[src/rtl/cpu_sequencer.sv]
// Instruction sequencer: IDLE -> FETCH -> DECODE -> EXECUTE -> WRITEBACK, sticky TRAP.
// Optional fetch watchdog enabled by defining MMRV_FETCH_TIMEOUT_EN.
module cpu_sequencer #(
  parameter logic [31:0] RESET_PC       = 32'h0000_0000,
  parameter int          TIMEOUT_CYCLES = 16
) (
  input  logic        clk,
  input  logic        rst_n,
  input  logic        run,
  output logic        imem_req,
  output logic [31:0] imem_addr,
  input  logic        imem_ack,
  input  logic [31:0] imem_rdata,
  output logic [31:0] instr_word,
  output logic        dec_ce,
  input  logic        illegal,
  input  logic        regfile_we_in,
  input  logic        pc_in_sel,
  input  logic [31:0] pc_target,
  output logic        regfile_we,
  output logic [31:0] pc,
  output logic        halted,
  output logic        trap,
  output logic [1:0]  trap_cause,
  output logic [2:0]  state
);

  typedef enum logic [2:0] {
    S_IDLE      = 3'd0,
    S_FETCH     = 3'd1,
    S_DECODE    = 3'd2,
    S_EXECUTE   = 3'd3,
    S_WRITEBACK = 3'd4,
    S_TRAP      = 3'd5
  } state_t;

  state_t      state_q, state_d;
  logic [1:0]  cause_d;
  logic [31:0] pc_next;

`ifdef MMRV_FETCH_TIMEOUT_EN
  localparam int CW = (TIMEOUT_CYCLES < 2) ? 1 : $clog2(TIMEOUT_CYCLES + 1);
  logic [CW-1:0] fetch_cnt;
  logic          timeout_hit;

  // Counts ack-less FETCH cycles; any other state re-arms it for the next fetch.
  always_ff @(posedge clk or negedge rst_n) begin
    if (!rst_n)                fetch_cnt <= '0;
    else if (state_q != S_FETCH) fetch_cnt <= '0;
    else if (!imem_ack)        fetch_cnt <= fetch_cnt + 1'b1;
  end

  assign timeout_hit = (fetch_cnt == CW'(TIMEOUT_CYCLES - 1));
`endif

  assign pc_next = pc_in_sel ? (pc + 32'd4) : pc_target;

  always_comb begin
    state_d = state_q;
    cause_d = 2'd0;
    case (state_q)
      S_IDLE:      if (run) state_d = S_FETCH;
      S_FETCH: begin
        if (imem_ack) state_d = S_DECODE;
`ifdef MMRV_FETCH_TIMEOUT_EN
        else if (timeout_hit) begin
          state_d = S_TRAP;
          cause_d = 2'd3;
        end
`endif
      end
      S_DECODE:    state_d = S_EXECUTE;
      S_EXECUTE: begin
        if (illegal) begin
          state_d = S_TRAP;
          cause_d = 2'd1;
        end else if (!pc_in_sel && (pc_target[1:0] != 2'b00)) begin
          state_d = S_TRAP;
          cause_d = 2'd2;
        end else begin
          state_d = S_WRITEBACK;
        end
      end
      S_WRITEBACK: state_d = run ? S_FETCH : S_IDLE;
      S_TRAP:      state_d = S_TRAP;
      default:     state_d = S_IDLE;
    endcase
  end

  always_ff @(posedge clk or negedge rst_n) begin
    if (!rst_n) begin
      state_q    <= S_IDLE;
      pc         <= RESET_PC;
      instr_word <= '0;
      trap_cause <= 2'd0;
    end else begin
      state_q <= state_d;
      if (state_q == S_FETCH && imem_ack) instr_word <= imem_rdata;
      if (state_q == S_WRITEBACK)         pc         <= pc_next;
      // Cause is captured only on trap entry so it stays frozen while trapped.
      if (state_q != S_TRAP && state_d == S_TRAP) trap_cause <= cause_d;
    end
  end

  assign state      = state_q;
  assign imem_req   = (state_q == S_FETCH);
  assign imem_addr  = pc;
  assign dec_ce     = (state_q == S_DECODE);
  assign halted     = (state_q == S_IDLE) || (state_q == S_TRAP);
  assign trap       = (state_q == S_TRAP);
  assign regfile_we = (state_q == S_WRITEBACK) && regfile_we_in;

endmodule

[config.mk]
export PLATFORM = sky130hd
export DESIGN_NAME = cpu_sequencer
export DESIGN_NICKNAME = d
export VERILOG_FILES = /design/src/rtl/cpu_sequencer.sv
export SDC_FILE = /design/constraint.sdc
export NUM_CORES = 1
export LEC_CHECK = 0
export CORE_UTILIZATION = 40
export CTS_BUF_LIST = sky130_fd_sc_hd__clkbuf_8
export DETAILED_ROUTE_END_ITERATION = 16
export PLACE_DENSITY = 0.88
export SLEW_MARGIN = 30
export SYNTH_ARGS = -nofsm -noshare
export SYNTH_HDL_FRONTEND = slang
export SYNTH_SLANG_ARGS = --single-unit
[constraint.sdc]
create_clock -name clk -period 3.7 [get_ports clk]
set_clock_uncertainty 0.05 [all_clocks]
set_input_delay 0.555 -clock clk [delete_from_list [all_inputs] [get_ports clk]]
set_output_delay 0.555 -clock clk [all_outputs]
set_load 0.03 [all_outputs]
==> impl_metrics.py <==
metrics = {
    "outcome": {
        "status": "complete, but fails checks",
        "violations": "DRC",
    },
    "die": {
        "die_width_um": 98.2,
        "fp.dieH_um": 98.2,
        "ios": 177,
        "initial_core_util": 0.418,
        "coreArea_um2": 8850,
        "die-area_um2": 9640,
        "core.rowCount": 34,
    },
    "logic_synthesis": {
        "synth-edff-count": 0,
        "async_reset_ff_frac": 1.00,
        "synthFlopType": "dfrtp_1",
        "syn_inst": 358,
        "yosysWarnings": 0,
        "syn_area_per_cell_um2": 10.3,
        "synth-seq-cells": 69,
        "synth_top_area_share": 0.467,
        "synth_top_area_cell": "dfrtp_1",
        "syn_nets": 430,
        "syn_area_um2": 3700,
        "seq_area_frac_synth": 0.467,
        "synthTopCellsByArea": "dfrtp_1, mux2_2, buf_4",
        "synth.distinct_cells": 45,
    },
    "sta": {
        "maxSlewHeadroom": 0.561,
        "tightest_slew_ns": 0.659,
        "finalHoldViolations": 0,
        "tns_ns": 0,
        "fin_crit_sh": 0.739,
        "slew_viol_final": 0,
        "period_minus_slack_ns": 2.73,
        "setup_violations": 0,
        "fmax_mhz": 366,
        "rsz0062_at_grt": "no",
    },
    "pwr": {
        "power_density_nw_per_um2": 831,
        "p_leak_nw": 2.19,
        "ir_drop_mv": 0.587,
    },
    "clocking": {
        "postCtsSetupBuffers": 0,
        "ctsResizeCount": 0,
        "htree_levels": 3,
        "cts_hold_buf": 0,
        "cts_tree": "built",
        "cts_sinks": 69,
        "cts-root-buf": "clkbuf_8",
        "clk_pin_slew_ns": 0.09,
        "cts_made_buffers": 9,
        "ctsLongestPathBuffers": 2,
        "insertion_delay_ns": 0.35,
    },
    "critical_path": {
        "worstPathRequired_ns": 3.09,
        "path_max_fanout": 8,
        "end_kind": "primary output",
        "crit_arrival_ns": 2.13,
        "crit_slowest_cell": "clkdlybuf4s50_1",
        "start_kind": "flip-flop",
        "crit_buf_inv": 1,
        "critical-path-max-stage-delay_ns": 0.68,
        "path_cells": "nor2b_1 > and2_1 > clkdlybuf4s50_1",
        "crit_family": "buffers and inverters",
        "crit_type": "flip-flop to primary output",
    },
    "routing": {
        "wl_per_cell_um": 16.6,
        "num_vias": 3333,
        "dr.pass1.iters": 12,
        "routed_via_density": 5.46,
        "detail-route-antenna-nets": 0,
        "wirelength_mm": 10.1,
        "drt_iter0_markers": 185,
        "drc": 9,
    },
    "cells_and_area": {
        "instances_no_fill": 610,
        "finalNetCount": 569,
        "drive_above_1_share": 0.135,
        "nFillCells": 747,
        "seqCellArea_um2": 1730,
        "antenna_cells": 0,
        "synthToLayoutAreaGrowth_pct": 47.4,
        "multiInputGateArea_um2": 1570,
    },
    "global_route": {
        "grt_start_max_net_pins": 70,
        "grt_pass1_wl_mm": 16.4,
        "grt_overflow": 0,
        "grt_usage": 0.215,
        "grt_antenna_before_repair": 0,
        "grt_pass1_vias": 3286,
    },
    "worst_hold_path": {
        "hp-class": "primary input to asynchronous set/reset pin",
    },
    "placed_design": {
        "dp_cells": 594,
        "gp_routability_congestion": 0.751,
        "port-buffer-count": 176,
        "dp_hpwl_mm": 7.12,
    },
    "job": {
        "maxCapViolCount": 0,
    },
}
[flip-flops by register name, summed over array words and instances (netlist names)]
| signal | count |
|---|---|
| state | 3 |
| imem_addr | 32 |
| trap_cause | 2 |
| instr_word | 32 |
[cells in the final DEF (no fill, tap or decap), drive strengths merged, types with 2 or more instances in the layout]
cell / n
nand3b: 2
a21oi: 25
and3: 13
a41oi: 2
nand3: 23
a21o: 2
mux2i: 14
clkdlybuf4s50: 175
nor2b: 2
buf: 7
nor2: 11
nand2b: 2
clkinv: 3
o22ai: 24
a31o: 2
nor3b: 2
dfrtp: 69
nor3: 6
nor4: 2
mux2: 32
o21ai: 12
clkbuf: 10
nand2: 23
inv: 6
nand4: 11
and2: 5
a22oi: 2
[stage by stage]
stage	utilization	total power [mW]	area [um^2]	hold WS (ns)	setup WS [ns]
2_1_floorplan	-	2.96	3700	0.209	1.59
3_3_place_gp	0.593	3.85	5250	0.435	1.24
3_5_place_dp	0.593	3.91	5250	0.443	1.26
4_1_cts	0.616	4.57	5450	0.389	0.963
5_1_grt	0.617	4.78	5460	0.307	0.816
6_report	0.617	4.54	5460	0.213	0.967
[worst paths after layout]
kind | cells past startpoint | from | slack (ns) | end
max reg2reg | 4 | state[0]$_DFF_PN0_ | 1.63 | instr_word[12]$_DFFE_PN0P_
max in group asynchronous | 2 | rst_n | 2.86 | imem_addr[28]$_DFFE_PN0N_
min in group clk | 1 | instr_word[17]$_DFFE_PN0P_ | 0.46 | instr_word[17]$_DFFE_PN0P_
min | 2 | rst_n | 0.21 | imem_addr[20]$_DFFE_PN0N_
max | 3 | state[0]$_DFF_PN0_ | 0.97 | imem_req
min reg2reg | 1 | instr_word[17]$_DFFE_PN0P_ | 0.46 | instr_word[17]$_DFFE_PN0P_
[metal layers]
metal / global-route usage / share of wire / vias to the layer above
li1: - / - / 1562
met4: 0.0643 / 0.013 / 0
met1: 0.259 / 0.40 / 1608
met5: 0 / 0 / -
met3: 0.0723 / 0.098 / 11
met2: 0.365 / 0.49 / 152
[kinds of logic after synthesis]
family                   after synthesis  synth area share
AND/OR/NAND/NOR                      105             0.155
AO/OA/AOI/OAI                         78             0.129
multiplexers                          46             0.135
adder cells (fa/ha/maj)                1           0.00338
buffers and inverters                 59             0.111
flip-flops                            69             0.467
[layout make-up]
| class | count | area share |
|---|---|---|
| Inverter | 5 | 0.00344 |
| Multi-Input combinational cell | 230 | 0.288 |
| Sequential cell | 69 | 0.316 |
| Clock buffer | 10 | 0.0252 |
| Tap cell | 108 | 0.0248 |
| Clock inverter | 6 | 0.0117 |
| Timing Repair Buffer | 182 | 0.331 |
[cells in the mapped netlist (all sizes together), types with 5 or more instances]
master / number
buf: 46
and3: 13
clkbuf: 8
nand4: 11
o22ai: 24
mux2i: 14
o21ai: 12
nand2: 23
nand3: 23
dfrtp: 69
mux2: 32
a21oi: 25
and2: 5
nor3: 6
inv: 5
nor2: 11
[worst register-to-register path, delay by kind of cell, from the launching register on]
family / cells / cell delay (ns)
flops: 1 / 0.49
simple gates: 2 / 0.64
buf+inv: 1 / 0.37
mux: 1 / 0.40
[where the power goes]
group          total, mW  internal [mW]  switching, mW  leakage (nW)
clock              0.631          0.329          0.302         0.104
combinational       2.53           1.14           1.39          1.24
sequential          1.38           1.06          0.316         0.848
(Power assumes the default switching activity.)
